--- src/rtl/arb_pkg.sv ---
// Shared types and defaults for the ring buffer write arbiter.
// Defaults match the streaming ring buffer configuration.
package arb_pkg;
    typedef enum logic {
        IDLE,
        LOCKED
    } arb_state_e;

    localparam int ARB_NUM_REQ    = 4;
    localparam int ARB_DATA_WIDTH = 8;
endpackage

--- src/rtl/rr_pick.sv ---
// Combinational round-robin selector: rotates the request vector so the
// search starts one past last_owner, then priority-encodes the lowest bit.
module rr_pick #(
    parameter int NUM_REQ  = 4,
    parameter int ID_WIDTH = $clog2(NUM_REQ)
) (
    input  logic [NUM_REQ-1:0]  req,
    input  logic [ID_WIDTH-1:0] last_owner,
    output logic [ID_WIDTH-1:0] winner,
    output logic                any
);
    logic [NUM_REQ-1:0] rot;
    logic               hit;
    int                 start;
    int                 idx;

    always_comb begin
        start = int'(last_owner) + 1;
        if (start >= NUM_REQ) start = 0;
        rot = NUM_REQ'({req, req} >> start);
        hit = 1'b0;
        idx = 0;
        for (int i = 0; i < NUM_REQ; i++) begin
            if (!hit && rot[i]) begin
                hit = 1'b1;
                idx = i + start;
            end
        end
        if (idx >= NUM_REQ) idx = idx - NUM_REQ;
        winner = ID_WIDTH'(idx);
    end

    assign any = |req;
endmodule

--- src/rtl/ring_buffer_write_arbiter.sv ---
// Message-granular round-robin arbiter for the ring buffer write port.
// Define ARB_BURST_LIMIT_EN to also release a grant after MAX_BURST beats.
module ring_buffer_write_arbiter
    import arb_pkg::*;
#(
    parameter int NUM_REQ    = ARB_NUM_REQ,
    parameter int DATA_WIDTH = ARB_DATA_WIDTH,
    parameter int MAX_BURST  = 16,
    parameter int ID_WIDTH   = $clog2(NUM_REQ)
) (
    input  logic                          clk,
    input  logic                          rst_n,
    input  logic [NUM_REQ*DATA_WIDTH-1:0] req_data,
    input  logic [NUM_REQ-1:0]            req_valid,
    input  logic [NUM_REQ-1:0]            req_last,
    output logic [NUM_REQ-1:0]            req_ready,
    output logic [DATA_WIDTH-1:0]         fifo_data,
    output logic                          fifo_valid,
    input  logic                          fifo_ready,
    output logic [ID_WIDTH-1:0]           grant_id,
    output logic                          busy
);
    localparam int CNT_W = $clog2(MAX_BURST + 1);

    arb_state_e          state_q, state_d;
    logic [ID_WIDTH-1:0] owner_q, owner_d;
    logic [ID_WIDTH-1:0] last_q, last_d;
    logic [CNT_W-1:0]    cnt_q, cnt_d;
    logic [ID_WIDTH-1:0] win;
    logic                any_req;
    logic                xfer;
    logic                burst_hit;
    logic                rel;

    rr_pick #(
        .NUM_REQ  (NUM_REQ),
        .ID_WIDTH (ID_WIDTH)
    ) u_pick (
        .req        (req_valid),
        .last_owner (last_q),
        .winner     (win),
        .any        (any_req)
    );

    // Owner's stream is passed straight through; nothing moves while idle.
    always_comb begin
        fifo_data  = req_data[int'(owner_q)*DATA_WIDTH +: DATA_WIDTH];
        fifo_valid = 1'b0;
        req_ready  = '0;
        if (state_q == LOCKED) begin
            fifo_valid         = req_valid[owner_q];
            req_ready[owner_q] = fifo_ready;
        end
    end

    assign xfer = fifo_valid && fifo_ready;

`ifdef ARB_BURST_LIMIT_EN
    assign burst_hit = xfer && (cnt_q == CNT_W'(MAX_BURST - 1));
`else
    assign burst_hit = 1'b0;
`endif

    assign rel = xfer && (req_last[owner_q] || burst_hit);

    always_comb begin
        state_d = state_q;
        owner_d = owner_q;
        last_d  = last_q;
        cnt_d   = cnt_q;
        unique case (state_q)
            IDLE: begin
                if (any_req) begin
                    state_d = LOCKED;
                    owner_d = win;
                    last_d  = win;
                end
            end
            LOCKED: begin
                if (rel) begin
                    state_d = IDLE;
                    cnt_d   = '0;
                end else if (xfer && cnt_q != CNT_W'(MAX_BURST)) begin
                    cnt_d = cnt_q + 1'b1;
                end
            end
            default: state_d = IDLE;
        endcase
    end

    always_ff @(posedge clk) begin
        if (!rst_n) begin
            state_q <= IDLE;
            owner_q <= '0;
            last_q  <= ID_WIDTH'(NUM_REQ - 1);
            cnt_q   <= '0;
        end else begin
            state_q <= state_d;
            owner_q <= owner_d;
            last_q  <= last_d;
            cnt_q   <= cnt_d;
        end
    end

    assign grant_id = owner_q;
    assign busy     = (state_q == LOCKED);
endmodule

--- config.mk ---
export PLATFORM = sky130hd
export DESIGN_NAME = ring_buffer_write_arbiter
export DESIGN_NICKNAME = d
export VERILOG_FILES = /design/src/rtl/arb_pkg.sv /design/src/rtl/rr_pick.sv /design/src/rtl/ring_buffer_write_arbiter.sv
export SDC_FILE = /design/constraint.sdc
export NUM_CORES = 1
export LEC_CHECK = 0
export BUFFER_PORTS_ARGS = -buffer_cell sky130_fd_sc_hd__buf_2
export CORE_MARGIN = 4
export CORE_UTILIZATION = 30
export CTS_CLUSTER_SIZE = 8
export DETAILED_ROUTE_END_ITERATION = 8
export PLACE_DENSITY_LB_ADDON = 0.15
export SLEW_MARGIN = 20
export SYNTH_ARGS = -nofsm -noshare
export SYNTH_HDL_FRONTEND = slang
export SYNTH_SLANG_ARGS = --single-unit
--- constraint.sdc ---
create_clock -name clk -period 2 [get_ports clk]
set_input_delay 0.2 -clock clk [delete_from_list [all_inputs] [get_ports clk]]
set_output_delay 0.2 -clock clk [all_outputs]
set_load 0.005 [all_outputs]
==> reports/results.tsv, run 1 <==
stage	metric	value	unit
status	status	finished clean	
synth	ys flop type	dfxtp_1	
setup_path	crit path kind	flip-flop to flip-flop	
min_path	Hold Crit Class	primary input to flip-flop	
finish	commonest non-fill, non-tap cells in the layout	58 x buf_2, 10 x mux4_2, 9 x a21oi_1	
sta	relative slew slack	70.31	%
setup_path	setup slack, reg-to-reg	260	ps
sta	Hold WS	242.1	ps
finish	fill count	263	
synth	Synth Area in Simple Gates	21.42	%
clocking	post_cts resized	0	
drt	drt total wl	2350	um
placed_design	GPL Wtd Cong	0.8561	
sta	worst slew pin tran	445.4	ps
placed_design	DPL Wire Length	1911	um
grt	initial antenna violation count	0	
min_path	hold_sp	rst_n	
setup_path	FF-to-FF End	last_q[1]	
grt	total global routing overflow	0	
clocking	clock latency at the later pin of the worst-skew pair	240	ps
sta	Setup TNS	0	ps
floorplanning	Initial Util	32.19	%
grt	first-pass GRT wire length	3505	um
grt	GRT Util Overall	12.73	%
sta	setup violators final	0	
synth	adder-cell area share of the yosys netlist	1.541	%
setup_path	r2r worst-path depth	6	
min_path	Hold EP	last_q[1]	
clocking	H-tree levels	1	
drt	Final ANT Viol Nets	0	
clocking	number of setup buffers added after CTS	0	
clocking	Hold-fix buffers, CTS	0	
setup_path	Arr. time, crit path	1860	ps
pwr	Lkg Pwr	0.0004951	uW
sta	unrepaired setup endpoints after global routing	no	
clocking	Max Root-Sink Buffers	2	
drt	Remaining DRCs	0	
sta	final hold violation count	0	
sta	Worst Skew	0.7654	ps
drt	Via density	5.517	
placed_design	dpl cells	172	
floorplanning	cell row count	18	
clocking	Sinks on Clock Net	5	
synth	Mapped Avg Cell Area	9.023	um2
setup_path	CP Max Fanout	13	
synth	post-synthesis sequential area ratio	12.33	%
sta	post-route minimum period	1744	ps
clocking	clock transition at the registers of the reported paths	40	ps
synth	complex-gate fraction of the synthesized area	26.19	%
floorplanning	die area	3603	um2
placed_design	pre-CTS setup slack	260.2	ps
sta	fin crit share	87.20	%
run	maxcap violations	0	
sta	Slew Limit Fails	0	
min_path	Hold Path Depth	2	
setup_path	CP startpoint	last_q[1]	
finish	Area Overhead vs Synth	39.91	%
synth	largest family of logic cells by synthesized area	multiplexers	
floorplanning	I/O pin count	59	
synth	Post-Syn Nets	134	
pwr	Max IR drop VDD	0.0004454	V
grt	vias in the first global route	833	
setup_path	CP endpoint kind	flip-flop	
placed_design	port buffer count	58	
drt	router iterations before antenna repair	4	
floorplanning	core area	2522	um2
finish	commonest non-fill, non-tap cell in the layout	buf_2	
setup_path	CP Launch Type	flip-flop	
sta	Setup WS post-layout	256.0	ps
finish	Post-layout nets	191	
synth	number of flops mapped to enable cells by yosys	0	
setup_path	reg-to-reg critical path startpoint	last_q[1]	
finish	Final Non-Filler Cells	176	
grt	largest net degree at the start of global routing	16	
floorplanning	Die Y	60.03	um
sta	Fmax achieved	573.4	MHz
pwr	Power Dens Cells	750.2	nW/um2
floorplanning	chip width	60.03	um
synth	Syn Inst Count	90	
synth	ys async rst share	0	%
finish	ANT cells	0	
drt	1st-iter DRT viols	49	
clocking	CTS tree	yes	
clocking	Root Driver	clkbuf_4	
synth	synth unique cells	37	
drt	via count	971	
synth	number of synthesized register bits	5	
synth	area share of xor/xnor cells in the synthesized design	1.079	%
synth	post-synthesis mux area share	27.73	%
pwr	Power, Total	852.3	uW
drt	Wirelength per Cell	13.35	um
synth	Synth Warn #	0	
setup_path	Worst EP required	2120	ps
clocking	CTS buffer count	3	
synth	Cell Area, Synth	812.0	um2
finish	layout cell share with drive strength beyond 1	54.79	%
worst max path at each step:
| stage | endpoint | slack, ps | depth (start not counted) |
|---|---|---|---|
| after floorplan | last_q[1] | 510 | 6 |
| after global placement | last_q[0] | 330 | 6 |
| after detailed placement | last_q[1] | 260 | 6 |
| after CTS | last_q[1] | 260 | 6 |
| after global routing | last_q[1] | 150 | 6 |
| final | last_q[1] | 260 | 6 |
report_power, final:
part	switching, uW	internal [uW]
registers	16.4	125
clock network	41.7	75.4
logic	294	300
layer usage:
| layer | track usage, % | vias to the layer above | wire [um] |
|---|---|---|---|
| met5 | 0 | - | 0 |
| met4 | 2.848 | 0 | 13 |
| met3 | 4.104 | 2 | 250 |
| met1 | 16.21 | 464 | 944 |
| li1 | - | 464 | - |
| met2 | 20.83 | 41 | 1142 |
flip-flops by register name (all words and copies together), names as in the netlist:
signal / cells
busy: 1
grant_id: 2
last_q: 2
synthesized netlist by cell type, types with 3 or more instances:
library cell	instances	area share [%]
mux4_2	10	28
a21oi_1	9	5.5
nor2_1	8	3.7
buf_2	6	3.7
dfxtp_1	5	12
nand2_1	5	2.3
buf_4	3	2.8
inv_1	3	1.4
nand3b_1	3	2.8
nor3b_1	3	2.8
o21ai_0	3	1.8
critical path, stage by stage, from the launching register on:
cell      delay, ps
dfxtp_1         310
ha_1            560
nor3b_1         100
o21ai_0         160
o311ai_1        110
o22ai_1         240
a41oi_2         130
layout make-up:
cell class	instances	area [um2]	share of cell area (%)
timing repair buffer	63	327.8	28.85
multi-input combinational	71	633.1	55.73
sequential	5	100.1	8.811
inverter	3	11.26	0.9912
clock buffer	4	26.28	2.313
tap	30	37.54	3.304
cells by family (layout without fill, tap and decap cells):
group           Yosys count  in the layout
flops                     5              5
fa+ha+maj                 1              1
buf+inv                  14             70
xor+xnor                  1              1
mux                      10             10
compound gates           28             28
simple gates             31             31
stage by stage:
step / util (%) / instance area, um2
4_1_cts: 45.04 / 1136
6_report: 45.04 / 1136
5_1_grt: 45.04 / 1136
2_1_floorplan: - / 812.0
3_3_place_gp: 44.00 / 1110
3_5_place_dp: 44.00 / 1110
(Power assumes the default switching activity.)
==> run 2: changes to the inputs <==
==> constraint.sdc (replaced) <==
create_clock -name clk -period 1.57 [get_ports clk]
set_input_delay 0.157 -clock clk [delete_from_list [all_inputs] [get_ports clk]]
set_output_delay 0.157 -clock clk [all_outputs]
set_load 0.005 [all_outputs]
==> run 2 against run 1 <==
Clock power grew 26%; critical path depth shrank 3; power grew 53%; via count shrank 0.10%; hold slack lost 39 ps; non-clock buffer count grew 8; worst setup slack lost 220 ps; critical endpoint is now fifo_data[5].
==> reports/results.tsv, run 2 (synthesis results as in run 1) <==
stage	metric	value	unit
drt	Wirelength per Cell	14.10	um
placed_design	DP Area	1167	um2
clocking	CTS buffer count	3	
finish	fill count	263	
drt	Final ANT Viol Nets	0	
grt	vias in the first global route	853	
setup_path	CP Launch Type	flip-flop	
floorplanning	I/O pin count	59	
clocking	H-tree levels	1	
setup_path	Buf+Inv Stages, Crit Path	2	
sta	Worst Skew	1.871	ps
setup_path	Worst path depth	3	
grt	initial antenna violation count	0	
drt	router iterations before antenna repair	4	
setup_path	CP startpoint	grant_id[0]	
sta	Fmax achieved	653.4	MHz
setup_path	Max stage delay on crit path	500	ps
status	status	finished clean	
setup_path	crit path kind	flip-flop to primary output	
setup_path	CP Max Fanout	6	
floorplanning	chip width	60.03	um
setup_path	CP endpoint kind	primary output	
sta	fin crit share	97.49	%
grt	GRT Util Overall	12.87	%
sta	Setup TNS	0	ps
grt	first-pass GRT wire length	3567	um
setup_path	r2r worst-path depth	6	
sta	setup violators final	0	
drt	1st-iter DRT viols	27	
drt	via count	970	
sta	worst slew pin tran	311.3	ps
clocking	Hold-fix buffers, CTS	0	
placed_design	port buffer count	58	
setup_path	Worst EP required	1410	ps
clocking	Max Root-Sink Buffers	2	
drt	Via density	5.272	
clocking	clock transition at the registers of the reported paths	40	ps
sta	Setup WS post-layout	39.44	ps
placed_design	GPL Wtd Cong	0.8014	
run	maxcap violations	0	
sta	Slew Limit Fails	0	
min_path	Hold Crit Class	primary input to flip-flop	
finish	ANT cells	0	
finish	layout cell share with drive strength beyond 1	60.39	%
pwr	Max IR drop VDD	0.0005616	V
clocking	CTS tree	yes	
placed_design	pre-CTS setup slack	-112.5	ps
sta	Hold WS	202.7	ps
drt	Remaining DRCs	0	
setup_path	reg-to-reg critical path startpoint	last_q[1]	
pwr	Power Dens Cells	1044	nW/um2
sta	post-route minimum period	1531	ps
sta	unrepaired setup endpoints after global routing	yes	
clocking	Root Driver	clkbuf_4	
sta	relative slew slack	78.92	%
floorplanning	core area	2522	um2
finish	Area Overhead vs Synth	54.08	%
floorplanning	Initial Util	32.19	%
setup_path	Arr. time, crit path	1370	ps
drt	drt total wl	2595	um
grt	largest net degree at the start of global routing	16	
finish	final instance area	1251	um2
setup_path	CP cell instances	buf_12 > mux4_2 > buf_2	
finish	commonest non-fill, non-tap cell in the layout	buf_2	
floorplanning	die area	3603	um2
min_path	hold_sp	rst_n	
min_path	Hold Path Depth	3	
floorplanning	Die Y	60.03	um
setup_path	CP delay by family, top	multiplexers	
clocking	clock latency at the later pin of the worst-skew pair	240	ps
pwr	Lkg Pwr	0.0005479	uW
finish	Post-layout nets	199	
finish	commonest non-fill, non-tap cells in the layout	58 x buf_2, 11 x buf_4, 10 x mux4_2	
setup_path	critical path's slowest cell	mux4_2	
floorplanning	cell row count	18	
grt	total global routing overflow	0	
placed_design	DPL Wire Length	2036	um
clocking	Sinks on Clock Net	5	
sta	final hold violation count	0	
## run 2: metrics by stage
step | std cells | utilization, % | total power (uW)
finish | 184 | 49.60 | 1306
global route | 184 | 49.60 | 1407
CTS | 183 | 48.41 | 1286
detailed placement | 178 | 46.28 | 1070
global placement | 178 | 46.28 | 1057
floorplan | 90 | - | 744.5
## run 2: final cells by class
cell class | instances | area (um2) | area share (%)
tap | 30 | 37.54 | 3.000
timing repair buffer | 71 | 417.9 | 33.40
clock buffer | 4 | 26.28 | 2.100
multi-input combinational | 71 | 651.9 | 52.10
sequential | 5 | 106.4 | 8.500
inverter | 3 | 11.26 | 0.9000
## run 2: metal layers
metal  track usage (%)  part of all wire, %  wire, um
met2             23.77                   52      1358
met4             3.165                 0.15         4
met5                 0                    0         0
met1             14.02                   37       954
met3             4.104                   11       277
## run 2: worst min-delay path, delay by kind of cell
| kind | cells | cell delay (ps) |
|---|---|---|
| AO/OA/AOI/OAI | 2 | 110 |
| buffers and inverters | 1 | 130 |
## run 2: final timing paths
path,end,slack (ps)
worst max-delay path,fifo_data[5],40
worst min-delay path,grant_id[0],200
worst max register to register,last_q[1],90
worst min register to register,busy,570
## run 2: where the power goes
| part | leakage [uW] | switching, uW | internal (uW) |
|---|---|---|---|
| logic | 0.000491 | 416 | 545 |
| registers | 0.0000423 | 33.7 | 165 |
| clock network | 0.0000150 | 50.9 | 96.0 |
## run 2: repair_timing
action                                  CTS  global route
pin swaps                                 1             1
endpoints found under the hold margin     0             0
setup buffers                             1             0
endpoints found under the setup margin   10             8
gates cloned                              0             1
resized for setup                         4             5
==> run 3: changes to the inputs <==
--- a/config.mk
+++ b/config.mk
@@ -7,7 +7,7 @@
 export LEC_CHECK = 0
 export BUFFER_PORTS_ARGS = -buffer_cell sky130_fd_sc_hd__buf_2
 export CORE_MARGIN = 4
-export CORE_UTILIZATION = 30
+export CORE_UTILIZATION = 36
 export CTS_CLUSTER_SIZE = 8
 export DETAILED_ROUTE_END_ITERATION = 8
 export PLACE_DENSITY_LB_ADDON = 0.15
==> run 3 against run 2 <==
Hold slack worse by 6.5 ps; power up 6.2%; first-iteration DRC count up 19%; count of clock-buffer cells in the layout unchanged; die area down 15%; clock power up 4%; final cell count down 2.2%; critical path depth unchanged; register-to-register slack worse by 30 ps; critical path type unchanged; largest cell class unchanged.
==> reports/results.tsv, run 3 (synthesis results as in run 1) <==
stage	metric	value	unit
placed_design	port buffer count	58	
drt	router iterations before antenna repair	4	
grt	first-pass GRT wire length	4105	um
clocking	H-tree levels	1	
sta	relative slew slack	81.32	%
sta	fin crit share	98.60	%
sta	final hold violation count	0	
placed_design	GPL Wtd Cong	0.8842	
sta	Hold WS	196.1	ps
finish	final instance area	1286	um2
clocking	Sinks on Clock Net	5	
floorplanning	chip width	55.50	um
drt	Wirelength per Cell	15.26	um
finish	Post-layout nets	198	
clocking	clock transition at the registers of the reported paths	50	ps
sta	Worst Skew	8.345	ps
pwr	Lkg Pwr	0.0005576	uW
finish	Multi-input gate area	680.7	um2
setup_path	CP endpoint kind	primary output	
finish	Final Non-Filler Cells	180	
finish	Area Overhead vs Synth	58.40	%
finish	commonest non-fill, non-tap cells in the layout	55 x buf_2, 10 x mux4_2, 9 x a21oi_1, 9 x buf_4, 8 x nor2_1	
floorplanning	die area	3080	um2
pwr	Power Dens Cells	1078	nW/um2
setup_path	setup slack, reg-to-reg	60	ps
status	status	finished clean	
finish	ANT cells	0	
setup_path	CP Max Fanout	2	
sta	Fmax achieved	646.0	MHz
sta	Slew Limit Fails	0	
sta	unrepaired setup endpoints after global routing	yes	
finish	Reg area	107.6	um2
drt	Final ANT Viol Nets	0	
clocking	CTS buffer count	3	
placed_design	pre-CTS setup slack	-30.57	ps
run	maxcap violations	0	
grt	largest net degree at the start of global routing	16	
drt	via count	1006	
drt	Remaining DRCs	0	
clocking	Max Root-Sink Buffers	2	
placed_design	DPL Wire Length	1999	um
floorplanning	Initial Util	39.77	%
drt	drt total wl	2746	um
finish	fill count	190	
setup_path	Worst EP required	1410	ps
sta	setup violators final	0	
sta	Setup WS post-layout	21.98	ps
clocking	Root Driver	clkbuf_4	
grt	GRT Util Overall	15.76	%
pwr	Max IR drop VDD	0.0008092	V
sta	post-route minimum period	1548	ps
setup_path	CP Launch Type	flip-flop	
grt	total global routing overflow	0	
setup_path	crit path kind	flip-flop to primary output	
clocking	clock latency at the later pin of the worst-skew pair	250	ps
floorplanning	Die Y	55.50	um
grt	initial antenna violation count	0	
sta	worst slew pin tran	279.7	ps
finish	commonest non-fill, non-tap cell in the layout	buf_2	
grt	vias in the first global route	908	
finish	Core Util, Final	62.99	%
floorplanning	core area	2042	um2
floorplanning	I/O pin count	59	
finish	layout cell share with drive strength beyond 1	64.05	%
setup_path	critical path's slowest cell	mux4_2	
drt	1st-iter DRT viols	32	
setup_path	Max stage delay on crit path	520	ps
setup_path	Arr. time, crit path	1390	ps
drt	Via density	5.589	
placed_design	dpl cells	172	
placed_design	DP Area	1141	um2
clocking	CTS tree	yes	
floorplanning	cell row count	16	
setup_path	CP cell instances	mux4_2 > and2_4 > buf_6	
min_path	Hold Crit Class	primary input to flip-flop	
[run 3: metal layers]
layer | GRT usage [%] | vias up | routed length, um | share of wire, %
li1 | - | 479 | - | -
met1 | 19.35 | 468 | 1023 | 37
met2 | 27.03 | 57 | 1426 | 52
met3 | 5.594 | 2 | 284 | 10
met4 | 2.083 | 0 | 12 | 0.44
met5 | 0 | - | 0 | 0
[run 3: timing repair]
action,in CTS,in global routing
gates resized for setup,3,15
hold buffers,0,0
endpoints found under the setup margin,6,9
pin swaps,0,3
cloned,0,1
setup buffers,2,1
[run 3: path summary, 6_finish.rpt]
kind,cells past startpoint,start,to
worst min register to register,2,last_q[1],last_q[1]
worst max-delay path,3,grant_id[1],fifo_valid
worst min-delay path,2,rst_n,last_q[1]
worst max register to register,6,last_q[1],last_q[1]
[run 3: worst max-delay path: cells and delay by family, from the launching register on]
family,cells,cell delay [ps]
multiplexers,1,520
flip-flops,1,340
AND/OR/NAND/NOR,1,180
buffers and inverters,1,110
[run 3: per-stage QoR]
stage	TNS, ps	power, uW
after floorplan	0	744.5
after global placement	0	1017
after detailed placement	-30.57	1031
after CTS	-3.658	1218
after global routing	-52.71	1498
final	0	1387
[run 3: area by class of cell]
class	count	area share, %
multi-input cells	71	52.92
repair buffers	70	33.17
flip-flops and latches	5	8.366
well taps	27	2.626
clock buffers	4	2.043
inverters	3	0.8755
[run 3: where the power goes]
| group | switching, uW | internal, uW |
|---|---|---|
| combinational | 454 | 574 |
| clock | 56.9 | 96.4 |
| sequential | 37.5 | 167 |
